### src/rtl/counter_driver_if.sv
`default_nettype none
// ============================================================================
// Module   : counter_driver_if
// Purpose  : Control/status bus between counter_driver and the up/down counter.
// Revision : 1.0
// ============================================================================
interface counter_driver_if;
    logic       load_en;
    logic [3:0] count_to;
    logic       count_inc;
    logic       count_dec;
    logic       flag_max;
    logic       flag_min;

    modport master (
        output load_en, count_to, count_inc, count_dec,
        input  flag_max, flag_min
    );

    modport slave (
        input  load_en, count_to, count_inc, count_dec,
        output flag_max, flag_min
    );
endinterface
`default_nettype wire

### src/rtl/counter_driver.sv
`default_nettype none
// ============================================================================
// Module   : counter_driver
// Purpose  : Sequencer that loads a limit into the counter, then issues
//            inc/dec pulses while tracking flag hits, abort and completion.
// Revision : 1.0
// ============================================================================
module counter_driver #(
    parameter int STEP_W = 8
) (
    input  logic              clk,
    input  logic              reset_n,
    input  logic              start,
    input  logic              dir,
    input  logic [3:0]        limit,
    input  logic [STEP_W-1:0] steps,
    input  logic              stop_on_flag,
    input  logic              abort,
    counter_driver_if.master  cnt,
    output logic              busy,
    output logic              done,
    output logic              aborted,
    output logic              hit_max,
    output logic              hit_min,
    output logic [STEP_W-1:0] issued
);

    localparam logic [2:0] c_IDLE = 3'd0;
    localparam logic [2:0] c_LOAD = 3'd1;
    localparam logic [2:0] c_RUN  = 3'd2;
    localparam logic [2:0] c_GAP  = 3'd3;
    localparam logic [2:0] c_DONE = 3'd4;

    logic [2:0]        r_state;
    logic [2:0]        w_next_state;
    logic              r_dir;
    logic              r_stop_on_flag;
    logic [STEP_W-1:0] r_steps;
    logic [STEP_W-1:0] r_issued;
    logic [3:0]        r_count_to;
    logic              r_aborted;
    logic              r_hit_max;
    logic              r_hit_min;
    logic              w_accept;
    logic              w_active;
    logic              w_flag_stop;

    // Abort beats start in IDLE, so a combined strobe never launches a sequence.
    assign w_accept    = (r_state == c_IDLE) && start && !abort;
    assign w_active    = (r_state == c_LOAD) || (r_state == c_RUN) || (r_state == c_GAP);
    assign w_flag_stop = r_stop_on_flag &&
                         (r_hit_max || r_hit_min || cnt.flag_max || cnt.flag_min);

    // Reset input is active-high despite its name.
    always_ff @(posedge clk or posedge reset_n) begin
        if (reset_n) begin
            r_state <= c_IDLE;
        end else begin
            r_state <= w_next_state;
        end
    end

    always_comb begin
        w_next_state  = r_state;
        cnt.load_en   = 1'b0;
        cnt.count_inc = 1'b0;
        cnt.count_dec = 1'b0;
        busy          = 1'b1;
        done          = 1'b0;
        case (r_state)
            c_IDLE: begin
                busy = 1'b0;
                if (w_accept) begin
                    w_next_state = c_LOAD;
                end
            end
            c_LOAD: begin
                cnt.load_en = 1'b1;
                if (abort || (r_steps == '0)) begin
                    w_next_state = c_DONE;
                end else begin
                    w_next_state = c_RUN;
                end
            end
            c_RUN: begin
                cnt.count_inc = r_dir;
                cnt.count_dec = !r_dir;
                w_next_state  = abort ? c_DONE : c_GAP;
            end
            c_GAP: begin
                if (abort || (r_issued == r_steps) || w_flag_stop) begin
                    w_next_state = c_DONE;
                end else begin
                    w_next_state = c_RUN;
                end
            end
            c_DONE: begin
                done         = 1'b1;
                w_next_state = c_IDLE;
            end
            default: begin
                busy         = 1'b0;
                w_next_state = c_IDLE;
            end
        endcase
    end

    always_ff @(posedge clk or posedge reset_n) begin
        if (reset_n) begin
            r_dir          <= 1'b0;
            r_stop_on_flag <= 1'b0;
            r_steps        <= '0;
            r_issued       <= '0;
            r_count_to     <= 4'd0;
            r_aborted      <= 1'b0;
            r_hit_max      <= 1'b0;
            r_hit_min      <= 1'b0;
        end else begin
            if (w_accept) begin
                r_dir          <= dir;
                r_stop_on_flag <= stop_on_flag;
                r_steps        <= steps;
                r_count_to     <= limit;
                r_issued       <= '0;
                r_aborted      <= 1'b0;
                r_hit_max      <= 1'b0;
                r_hit_min      <= 1'b0;
            end
            // A pulse driven in the abort cycle still counts.
            if (r_state == c_RUN) begin
                r_issued <= r_issued + 1'b1;
            end
            if (w_active) begin
                if (cnt.flag_max) r_hit_max <= 1'b1;
                if (cnt.flag_min) r_hit_min <= 1'b1;
                if (abort)        r_aborted <= 1'b1;
            end
        end
    end

    assign cnt.count_to = r_count_to;
    assign aborted      = r_aborted;
    assign hit_max      = r_hit_max;
    assign hit_min      = r_hit_min;
    assign issued       = r_issued;

endmodule
`default_nettype wire

### src/flat_wrapper.sv
// flat-port wrapper written by rule: the top's interface ports become plain ports
module counter_driver_flat 
#(
    parameter int STEP_W = 8
)
  (clk, reset_n, start, dir, limit, steps, stop_on_flag, abort, busy, done, aborted, hit_max, hit_min, issued, cnt_load_en, cnt_count_to, cnt_count_inc, cnt_count_dec, cnt_flag_max, cnt_flag_min);
  counter_driver_if cnt_i ();
  input  logic clk;
  input  logic reset_n;
  input  logic start;
  input  logic dir;
  input  logic [3:0] limit;
  input  logic [STEP_W-1:0] steps;
  input  logic stop_on_flag;
  input  logic abort;
  output logic busy;
  output logic done;
  output logic aborted;
  output logic hit_max;
  output logic hit_min;
  output logic [STEP_W-1:0] issued;
  output wire logic [$bits(cnt_i.load_en)-1:0] cnt_load_en;
  output wire logic [$bits(cnt_i.count_to)-1:0] cnt_count_to;
  output wire logic [$bits(cnt_i.count_inc)-1:0] cnt_count_inc;
  output wire logic [$bits(cnt_i.count_dec)-1:0] cnt_count_dec;
  input wire logic [$bits(cnt_i.flag_max)-1:0] cnt_flag_max;
  input wire logic [$bits(cnt_i.flag_min)-1:0] cnt_flag_min;
  assign cnt_load_en = cnt_i.load_en;
  assign cnt_count_to = cnt_i.count_to;
  assign cnt_count_inc = cnt_i.count_inc;
  assign cnt_count_dec = cnt_i.count_dec;
  assign cnt_i.flag_max = cnt_flag_max;
  assign cnt_i.flag_min = cnt_flag_min;
  counter_driver #(.STEP_W(STEP_W)) u_core (.clk(clk), .reset_n(reset_n), .start(start), .dir(dir), .limit(limit), .steps(steps), .stop_on_flag(stop_on_flag), .abort(abort), .cnt(cnt_i), .busy(busy), .done(done), .aborted(aborted), .hit_max(hit_max), .hit_min(hit_min), .issued(issued));
endmodule
### config.mk
export PLATFORM = sky130hd
export DESIGN_NAME = counter_driver_flat
export DESIGN_NICKNAME = d
export VERILOG_FILES = /design/src/rtl/counter_driver_if.sv /design/src/rtl/counter_driver.sv /design/src/flat_wrapper.sv
export SDC_FILE = /design/constraint.sdc
export NUM_CORES = 1
export LEC_CHECK = 0
export ABC_CLOCK_PERIOD_IN_PS = 1900
export CAP_MARGIN = 25
export CELL_PAD_IN_SITES_DETAIL_PLACEMENT = 0
export CELL_PAD_IN_SITES_GLOBAL_PLACEMENT = 1
export CORE_ASPECT_RATIO = 1.1
export CORE_UTILIZATION = 34
export CTS_CLUSTER_DIAMETER = 150
export DETAILED_ROUTE_END_ITERATION = 7
export PLACE_DENSITY_LB_ADDON = 0.25
export SLEW_MARGIN = 30
export SYNTH_ARGS = -nofsm -noshare
export SYNTH_HDL_FRONTEND = slang
export SYNTH_SLANG_ARGS = --single-unit
### constraint.sdc
create_clock -name clk -period 1.9 [get_ports clk]
set_input_delay 0.285 -clock clk [delete_from_list [all_inputs] [get_ports clk]]
set_output_delay 0.285 -clock clk [all_outputs]
set_load 0.05 [all_outputs]
; ---- After elaboration in Yosys (flattened, before gate mapping)
; Index checks and enable logic that the tools add are counted.
[classes]
n_addsub = 1
n_eq_ne = 6
muxes = 21
n_reduce_logical = 17
[op_table]
columns = cell, count
row1 = 8-bit 2-to-1 mux, 2
row2 = 1-bit 2-to-1 mux, 14
row3 = 3-bit 2-to-1 mux, 4
row4 = 3-bit one-hot mux with 4 select lines, 1
row5 = 8-bit by 1-bit adder with 8-bit output (second input constant), 1
row6 = 8-bit == test, 1
row7 = 8-bit logical NOT, 1
row8 = 1-bit logical OR, 8
row9 = 3-bit by 2-bit == test with 1-bit output (second input constant), 2
row10 = 4-bit OR reduction, 1
row11 = 3-bit by 1-bit == test with 1-bit output (second input constant), 1
row12 = 3-bit == test (second input constant), 1
row13 = 1-bit logical AND, 3
row14 = 3-bit logical NOT, 1
row15 = 1-bit logical NOT, 2
row16 = 2-bit by 1-bit inequality test with 1-bit output (second input constant), 1
row17 = 2-bit nonzero test, 1
[word_totals]
ff_bits = 28
out_inout_bits = 20
wordCells = 54

; ---- Longest topological paths before layout
; Gate-level depths: netlist of run 1.
[depth]
ltp_word = 7
mapped_depth = 5
depth_no_buf = 4

; ---- Worst setup path after synthesis of run 1
; OpenSTA, ideal clock, no wires.
[synth_timing]
path_type = reg2out
from = register u_core.r_state[0]
to = output port cnt_count_dec
t_arrival_ps = 1706
t_required_ps = 1615
path_slack_ps = -91
stages_incl_launch_ff = 4
path_cell_list = dfrtp_1 -> or3b_2 -> clkbuf_1 -> nor2_1
[synth_between]
elab_chain_len = 2
[synth_lines]
columns = item, line
row1 = from (decl), counter_driver.sv:34  ; logic [2:0] r_state;
row2 = from (signal assigned), counter_driver.sv:57  ; r_state <= c_IDLE;
row3 = from (signal assigned), counter_driver.sv:59  ; r_state <= w_next_state;
row4 = 3-bit by 2-bit == test with 1-bit output, counter_driver.sv:70  ; case (r_state)
row5 = 1-bit 2-to-1 mux, counter_driver.sv:70
row6 = to (decl), flat_wrapper.sv:25  ; output wire logic [$bits(cnt_i.count_dec)-1:0] cnt_count_dec;
; No other way between the ends.

; ---- Final worst setup path of run 1
; Same ends and word-level chain as after synthesis.

==> results of run 1 <==
[flip-flops by register name, indices dropped and copies added, names as in the netlist]
register,count
u_core.aborted,1
u_core.cnt.count_to,4
u_core.hit_max,1
u_core.hit_min,1
u_core.issued,8
u_core.r_dir,1
u_core.r_state,3
u_core.r_steps,8
u_core.r_stop_on_flag,1
[routing by layer]
| layer | routed length [um] | vias to the layer above | share of wire | track usage |
|---|---|---|---|---|
| met4 | 44 | 0 | 0.013 | 0.0610 |
| met5 | 0 | - | 0 | 0 |
| met1 | 1470 | 569 | 0.45 | 0.214 |
| met3 | 125 | 5 | 0.038 | 0.0233 |
| li1 | - | 588 | - | - |
| met2 | 1650 | 32 | 0.50 | 0.305 |
[power by group]
| group | internal [mW] | total [mW] | switching (mW) |
|---|---|---|---|
| logic | 0.737 | 1.73 | 0.995 |
| registers | 0.814 | 1.03 | 0.215 |
| clock network | 0.282 | 0.474 | 0.191 |
[logic make-up after synthesis]
group | after synthesis
AO/OA/AOI/OAI | 18
buffers and inverters | 8
adder cells (fa/ha/maj) | 1
XOR/XNOR | 10
flip-flops | 28
multiplexers | 5
AND/OR/NAND/NOR | 77
[metrics by stage]
stage	TNS [ns]	setup slack [ns]	hold slack (ns)	util	total power, mW
finish	0	0.0529	0.362	0.528	3.24
global route	-0.00724	-0.00724	0.392	0.528	3.43
CTS	0	0.0331	0.374	0.527	3.25
detailed placement	-2.08	-0.150	0.461	0.507	2.78
floorplan	0	0.0723	0.348	-	2.07
global placement	-1.69	-0.117	0.457	0.507	2.73
[tightest hold or removal path: stages]
cell             delay [ns]
clkdlybuf4s50_1        0.39
inv_1                  0.05
buf_4                  0.33
[cell usage in the layout, fill, tap and decap left out, types with 4 or more instances in the layout]
cell / instances
a21oi_1: 4
dfrtp_1: 28
nand3_1: 4
nor2_1: 7
clkdlybuf4s50_1: 27
xnor2_1: 10
mux2i_1: 5
nand2_1: 48
buf_4: 18
o21ai_0: 5
buf_12: 5
[worst paths after layout]
path                                        start                     end  slack, ns  depth (start not counted)
setup / recovery                u_core.r_state[0]           cnt_count_dec       0.05                          4
max in group asynchronous                 reset_n            u_core.r_dir       1.27                          3
hold reg to reg            u_core.cnt.count_to[2]  u_core.cnt.count_to[2]       0.48                          2
min in group clk           u_core.cnt.count_to[2]  u_core.cnt.count_to[2]       0.48                          2
setup reg to reg                u_core.r_state[2]       u_core.r_steps[0]       0.14                          6
hold / removal                            reset_n          u_core.hit_max       0.36                          3
[final cells by class]
class	instances	area [um^2]
Clock buffer	3	41.3
Clock inverter	1	30.0
Fill cell	358	1760
Inverter	3	11.3
Multi-Input combinational cell	111	626
Sequential cell	28	701
Tap cell	50	62.6
Timing Repair Buffer	50	505
==> impl_metrics.json, run 1 <==
{
  "status": "completed",
  "io_pins": 40,
  "setup_viol": 0,
  "placed_cell_area_um2": 1900,
  "critPathRequiredTime_ns": 1.62,
  "yosysWarnings": 0,
  "ir_drop_mv": 0.638,
  "dieHeight_um": 68.3,
  "routed_wirelength_um": 3290,
  "clk_path_buf_depth": 2,
  "cts_buffers": 3,
  "mappedNetlistArea_um2": 1360,
  "grt_usage": 0.170,
  "globalRouteOverflowTotal": 0,
  "io_buffers": 39,
  "timing.final.crit_share": 0.972,
  "hold_violations": 0,
  "root_buffer": "clkbuf_8",
  "drt-initial-drc-count": 34,
  "cts_sinks": 28,
  "post_cts_buffers": 0,
  "hold_class": "primary input to async pin",
  "area_delta_synth_final_pct": 45.5,
  "wire_per_inst_um": 13.4,
  "synthSimpleGateAreaFrac": 0.257,
  "nNetsFinal": 218,
  "critPathMaxStageDelay_ns": 0.47,
  "ys_ff_latch": 28,
  "synth_edf_count": 0,
  "diodes": 0,
  "crit_chain": "buf_4 -> or3b_4 -> nor2_4 -> buf_12",
  "fmax_mhz": 541,
  "critical_path_class": "flop to primary output",
  "grt_max_degree": 29,
  "start_util": 0.363,
  "final_cell_area_um2": 1980,
  "critPathLaunchType": "flop",
  "avgSynthCellArea_um2": 9.24,
  "viasPerCell": 4.85,
  "antenna_left": 0,
  "syn-num-nets": 168,
  "async_flop_share": 1.00,
  "synth-xor-area-share": 0.0645,
  "netlist_top_cells_count": "nand2_1, dfrtp_1, xnor2_1",
  "worstSkewPairLatency_ns": 0.28,
  "relSlewSlack": 0.662,
  "min_period_ns": 1.85,
  "cpLargestDelayFamily": "simple AND/OR/NAND/NOR gates",
  "cpMaxStageDelayCell": "or3b_4",
  "power_density_nw_per_um2": 1640,
  "ys.flop_type": "dfrtp_1",
  "yosys.area.top_type": "dfrtp_1",
  "htree_levels": 1,
  "post_route_cells_drive_above_1_share": 0.153,
  "via_count": 1194,
  "dpl.hpwl_um": 2490,
  "place_congestion": 0.822,
  "total_leakage_power_nw": 0.943,
  "ctsResizeCount": 1,
  "dr.pass1.iters": 4,
  "dieWidth_um": 62.3,
  "dp_cells": 242,
  "die_area_um2": 4250,
  "maxCapViolations": 0,
  "yosysSeqAreaShare": 0.516,
  "core.rowCount": 23,
  "cts_tree": "built",
  "first_global_vias": 1215,
  "antenna_found_initial": 0,
  "ys_types": 34,
  "crit_fanout": 9,
  "drv_slew": 0,
  "synth_top_area_frac": 0.516,
  "worstMarginPinSlew_ns": 0.505,
  "synth_top_family_by_area": "simple AND/OR/NAND/NOR gates",
  "holdBufCountCts": 0,
  "cp.arrival_ns": 1.56,
  "core_area_um2": 3740,
  "grt_pass1_wl_um": 5620,
  "layoutNonFillerInstCount": 246,
  "crit_path_end_kind": "primary output",
  "yosysMostFrequentCell": "nand2_1",
  "syn_inst": 147,
  "critPathBufInv": 2,
  "clock_skew_ns": 0.00128,
  "synth_area_leaders": "dfrtp_1, nand2_1, xnor2_1, mux2i_1, nor2_1",
  "clkTransAtPathRegs_ns": 0.10,
  "synth_fa_ha_area_frac": 0.00921,
  "drc": 0,
  "muxShareOfSynthArea": 0.0368,
  "synth_compound_area_frac": 0.0856
}
(Power assumes the default switching activity.)
==> inputs of run 2 (changes only) <==
Settings changed: PLACE_DENSITY_LB_ADDON 0.25 to 0.1.
==> impl_metrics.json, run 2 (synthesis results as in run 1) <==
{
  "nNetsFinal": 217,
  "post_cts_buffers": 0,
  "timing.final.crit_share": 0.955,
  "fmax_mhz": 551,
  "globalRouteOverflowTotal": 0,
  "drt-initial-drc-count": 41,
  "crit_path_end_kind": "primary output",
  "viasPerCell": 4.75,
  "drv_slew": 0,
  "cpLargestDelayFamily": "simple AND/OR/NAND/NOR gates",
  "maxCapViolations": 0,
  "cpMaxStageDelayCell": "or3b_4",
  "critPathRequiredTime_ns": 1.62,
  "routed_wirelength_um": 3180,
  "first_global_vias": 1093,
  "pre_cts_slack_ns": -0.112,
  "cts_sinks": 28,
  "r2r_slack_ns": 0.09,
  "root_buffer": "clkbuf_8",
  "io_buffers": 39,
  "clk_path_buf_depth": 2,
  "rsz0062_at_grt": "no",
  "area_delta_synth_final_pct": 43.2,
  "critPathMaxStageDelay_ns": 0.49,
  "cp.arrival_ns": 1.53,
  "start_util": 0.363,
  "cts_tree": "built",
  "layout_commonest_cell": "nand2_1",
  "crit_chain": "or3b_4 -> nor2_2 -> buf_12",
  "via_count": 1163,
  "dpl.hpwl_um": 2380,
  "power_density_nw_per_um2": 1590,
  "grt_usage": 0.162,
  "drc": 0,
  "dieWidth_um": 62.3,
  "critPathBufInv": 1,
  "wire_per_inst_um": 13.0,
  "io_pins": 40,
  "clkTransAtPathRegs_ns": 0.09,
  "layout_common_cells": "nand2_1, dfrtp_1, clkdlybuf4s50_1, buf_4, xnor2_1",
  "hold_class": "primary input to async pin",
  "grt_max_degree": 29,
  "r2r-end": "u_core.issued[6]",
  "grt_pass1_wl_um": 5220,
  "fin_ws_ns": 0.0848,
  "dr.pass1.iters": 4,
  "htree_levels": 1,
  "whs_ns": 0.377,
  "rr_startpoint": "u_core.r_state[0]",
  "worstSkewPairLatency_ns": 0.27,
  "hold_violations": 0,
  "antenna_found_initial": 0,
  "clock_skew_ns": 0.00391,
  "status": "completed",
  "cts_buffers": 3,
  "dieHeight_um": 68.3,
  "crit_fanout": 9,
  "worstMarginPinSlew_ns": 0.501,
  "die_area_um2": 4250,
  "place_congestion": 0.775,
  "core.rowCount": 23,
  "core_area_um2": 3740,
  "antenna_left": 0,
  "post_route_cells_drive_above_1_share": 0.154,
  "relSlewSlack": 0.665,
  "min_period_ns": 1.82,
  "diodes": 0,
  "critical_path_class": "flop to primary output",
  "ir_drop_mv": 0.535,
  "critPathLaunchType": "flop",
  "total_leakage_power_nw": 0.932,
  "finalSetupTns_ns": 0,
  "reg2reg_depth": 5,
  "setup_viol": 0
}
[run 2: cell types whose count changed in the layout (fill, tap and decap cells not counted), sizes merged]
| cell | before | now |
|---|---|---|
| bufinv | 1 | 0 |
| clkbuf | 3 | 4 |
| clkdlybuf4s50 | 27 | 26 |
[run 2: power breakdown]
part / total, mW / internal [mW] / switching (mW)
sequential: 1.05 / 0.814 / 0.236
combinational: 1.68 / 0.718 / 0.961
clock: 0.364 / 0.185 / 0.179
[run 2: per-stage QoR]
step / util / instance area (um^2) / instances / power, mW
after floorplan: - / 1360 / 147 / 2.07
after global placement: 0.505 / 1890 / 241 / 2.71
after detailed placement: 0.505 / 1890 / 241 / 2.75
after CTS: 0.520 / 1950 / 245 / 3.13
after global routing: 0.520 / 1950 / 245 / 3.29
final: 0.520 / 1950 / 245 / 3.09
[run 2: layout make-up]
class / instances / area, um^2
inverter: 3 / 11.3
sequential: 28 / 701
timing repair buffer: 49 / 495
clock buffer: 4 / 55.1
multi-input combinational: 111 / 621
fill: 370 / 1800
tap: 50 / 62.6
[run 2: routing by layer]
metal | share of wire | vias up | routed length, um | GRT usage
li1 | - | 587 | - | -
met1 | 0.49 | 544 | 1550 | 0.202
met2 | 0.46 | 26 | 1450 | 0.275
met3 | 0.033 | 6 | 106 | 0.0283
met4 | 0.022 | 0 | 70 | 0.0872
met5 | 0 | - | 0 | 0
[run 2: what timing repair did]
action / in CTS / in global routing
endpoints found under the hold margin: 0 / 0
endpoints found under the setup margin: 1 / 0
hold buffers: 0 / 0
gates resized for setup: 1 / 0
[run 2: tightest hold or removal path, stage by stage]
cell	delay [ns]
clkdlybuf4s50_1	0.40
inv_1	0.05
buf_4	0.33
[run 2: how the worst max path moves through the flow]
| stage | startpoint | endpoint | slack (ns) | depth (start not counted) |
|---|---|---|---|---|
| floorplan | u_core.r_state[2] | done | 0.07 | 2 |
| global route | u_core.r_state[0] | u_core.issued[7] | 0.002 | 5 |
| global placement | start | u_core.issued[5] | -0.08 | 6 |
| detailed placement | start | u_core.issued[6] | -0.11 | 6 |
| finish | u_core.r_state[0] | cnt_count_dec | 0.08 | 3 |
| CTS | u_core.r_state[0] | cnt_count_dec | 0.08 | 3 |
==> inputs of run 3 (changes only) <==
Settings changed: CORE_MARGIN from default to 4, GPL_ROUTABILITY_DRIVEN from default to 0.
==> impl_metrics.json, run 3 (synthesis results as in run 1) <==
{
  "routed_wirelength_um": 3240,
  "post_route_cells_drive_above_1_share": 0.158,
  "cpLargestDelayFamily": "simple AND/OR/NAND/NOR gates",
  "nNetsFinal": 218,
  "die_area_um2": 5070,
  "globalRouteOverflowTotal": 0,
  "timing.final.crit_share": 0.974,
  "busiest_layer": "met2",
  "antenna_found_initial": 0,
  "dieHeight_um": 74.3,
  "dr.pass1.iters": 4,
  "via_count": 1206,
  "grt_usage": 0.139,
  "drc": 0,
  "whs_ns": 0.371,
  "io_buffers": 39,
  "cts_buffers": 3,
  "finalSetupTns_ns": 0,
  "drv_slew": 0,
  "crit_chain": "buf_4 -> or3b_4 -> nor2_4 -> buf_12",
  "area_delta_synth_final_pct": 44.1,
  "cts_sinks": 28,
  "layout_common_cells": "nand2_1, dfrtp_1, clkdlybuf4s50_1, buf_4, xnor2_1",
  "status": "completed",
  "core_area_um2": 3740,
  "antenna_left": 0,
  "critical_path_class": "flop to primary output",
  "worstSkewPairLatency_ns": 0.27,
  "p_comb_frac": 0.551,
  "io_pins": 40,
  "grt_max_degree": 29,
  "cts_tree": "built",
  "fmax_mhz": 540,
  "root_buffer": "clkbuf_8",
  "setup_viol": 0,
  "layout_commonest_cell": "nand2_1",
  "critPathMaxStageDelay_ns": 0.46,
  "viasPerCell": 4.90,
  "grt_pass1_wl_um": 5460,
  "hold_violations": 0,
  "core.rowCount": 23,
  "drt-initial-drc-count": 78,
  "total_leakage_power_nw": 0.938,
  "htree_levels": 1,
  "rsz0062_at_grt": "no",
  "worstMarginPinSlew_ns": 0.507,
  "grtUsageMet3": 0.0242,
  "clkTransAtPathRegs_ns": 0.10,
  "switchingPower_mw": 1.38,
  "start_util": 0.363,
  "switching_share": 0.443,
  "dieWidth_um": 68.3,
  "cp.arrival_ns": 1.57,
  "clk_path_buf_depth": 2,
  "relSlewSlack": 0.661,
  "critPathLaunchType": "flop",
  "diodes": 0,
  "hold_class": "primary input to async pin",
  "wire_per_inst_um": 13.2,
  "cpMaxStageDelayCell": "or3b_4",
  "ir_drop_mv": 0.526,
  "power_density_nw_per_um2": 1590,
  "min_period_ns": 1.85,
  "crit_path_end_kind": "primary output",
  "dp_cells": 242,
  "clock_skew_ns": 0.00770,
  "crit_fanout": 9,
  "use_met1": 0.187,
  "first_global_vias": 1236,
  "critPathBufInv": 2,
  "intPower_mw": 1.74,
  "holdBufCountCts": 0,
  "maxCapViolations": 0,
  "p_clk_frac": 0.117,
  "dpl.hpwl_um": 2540,
  "layoutNonFillerInstCount": 246,
  "grt_util_met2": 0.230,
  "pwr-share-seq": 0.331,
  "critPathRequiredTime_ns": 1.62
}
[run 3: cell count changes in the layout (fill, tap and decap cells not counted)]
| cell | delta |
|---|---|
| nor2_2 | -1 |
| buf_4 | +1 |
| nor2_4 | +1 |
[run 3: layout make-up]
cell class                      count  area, um^2
Fill cell                         372        1780
Sequential cell                    28         701
Multi-Input combinational cell    111         626
Timing Repair Buffer               50         503
Tap cell                           50        62.6
Clock buffer                        4        55.1
Inverter                            3        11.3
[run 3: timing repair]
action / 4_1_cts / 5_1_grt
endpoints found under the setup margin: 1 / 1
buffers inserted: 0 / 0
resized for setup: 1 / 1
[run 3: metal layers]
layer,part of all wire,vias to the layer above
met5,0,-
met4,0.011,0
met3,0.050,4
met2,0.50,33
met1,0.44,575
li1,-,594
[run 3: worst paths after layout]
| check | startpoint | end | cells past startpoint | slack, ns |
|---|---|---|---|---|
| worst max-delay path | u_core.r_state[0] | cnt_count_dec | 4 | 0.05 |
| worst min-delay path | reset_n | u_core.issued[5] | 3 | 0.37 |
| worst max register to register | u_core.r_state[0] | u_core.r_steps[0] | 6 | 0.19 |
| worst min register to register | u_core.cnt.count_to[2] | u_core.cnt.count_to[2] | 2 | 0.48 |
| max in group asynchronous | reset_n | u_core.r_steps[1] | 3 | 1.26 |
| min in group clk | u_core.cnt.count_to[2] | u_core.cnt.count_to[2] | 2 | 0.48 |
[run 3: metrics by stage]
step | cell area, um^2 | util | setup WS (ns) | total power [mW]
2_1_floorplan | 1360 | - | 0.0723 | 2.07
3_3_place_gp | 1900 | 0.507 | -0.0600 | 2.74
3_5_place_dp | 1900 | 0.507 | -0.0716 | 2.77
4_1_cts | 1950 | 0.522 | 0.00823 | 3.14
5_1_grt | 1960 | 0.523 | 0.0124 | 3.32
6_report | 1960 | 0.523 | 0.0498 | 3.12
[run 3: worst register-to-register path, cell delays in order, from the launching register on]
cell	delay (ns)
dfrtp_1	0.40
or4b_4	0.56
buf_4	0.16
nor2_1	0.16
buf_4	0.24
nand2_1	0.09
nand2_1	0.05
[run 3: power by group through the flow]
stage	Combinational (mW)	Clock [mW]	Sequential [mW]
6_report	1.72	0.365	1.03
5_1_grt	1.85	0.403	1.06
4_1_cts	1.73	0.376	1.03
3_5_place_dp	1.72	0	1.04
3_3_place_gp	1.70	0	1.04
2_1_floorplan	0.735	0	1.33
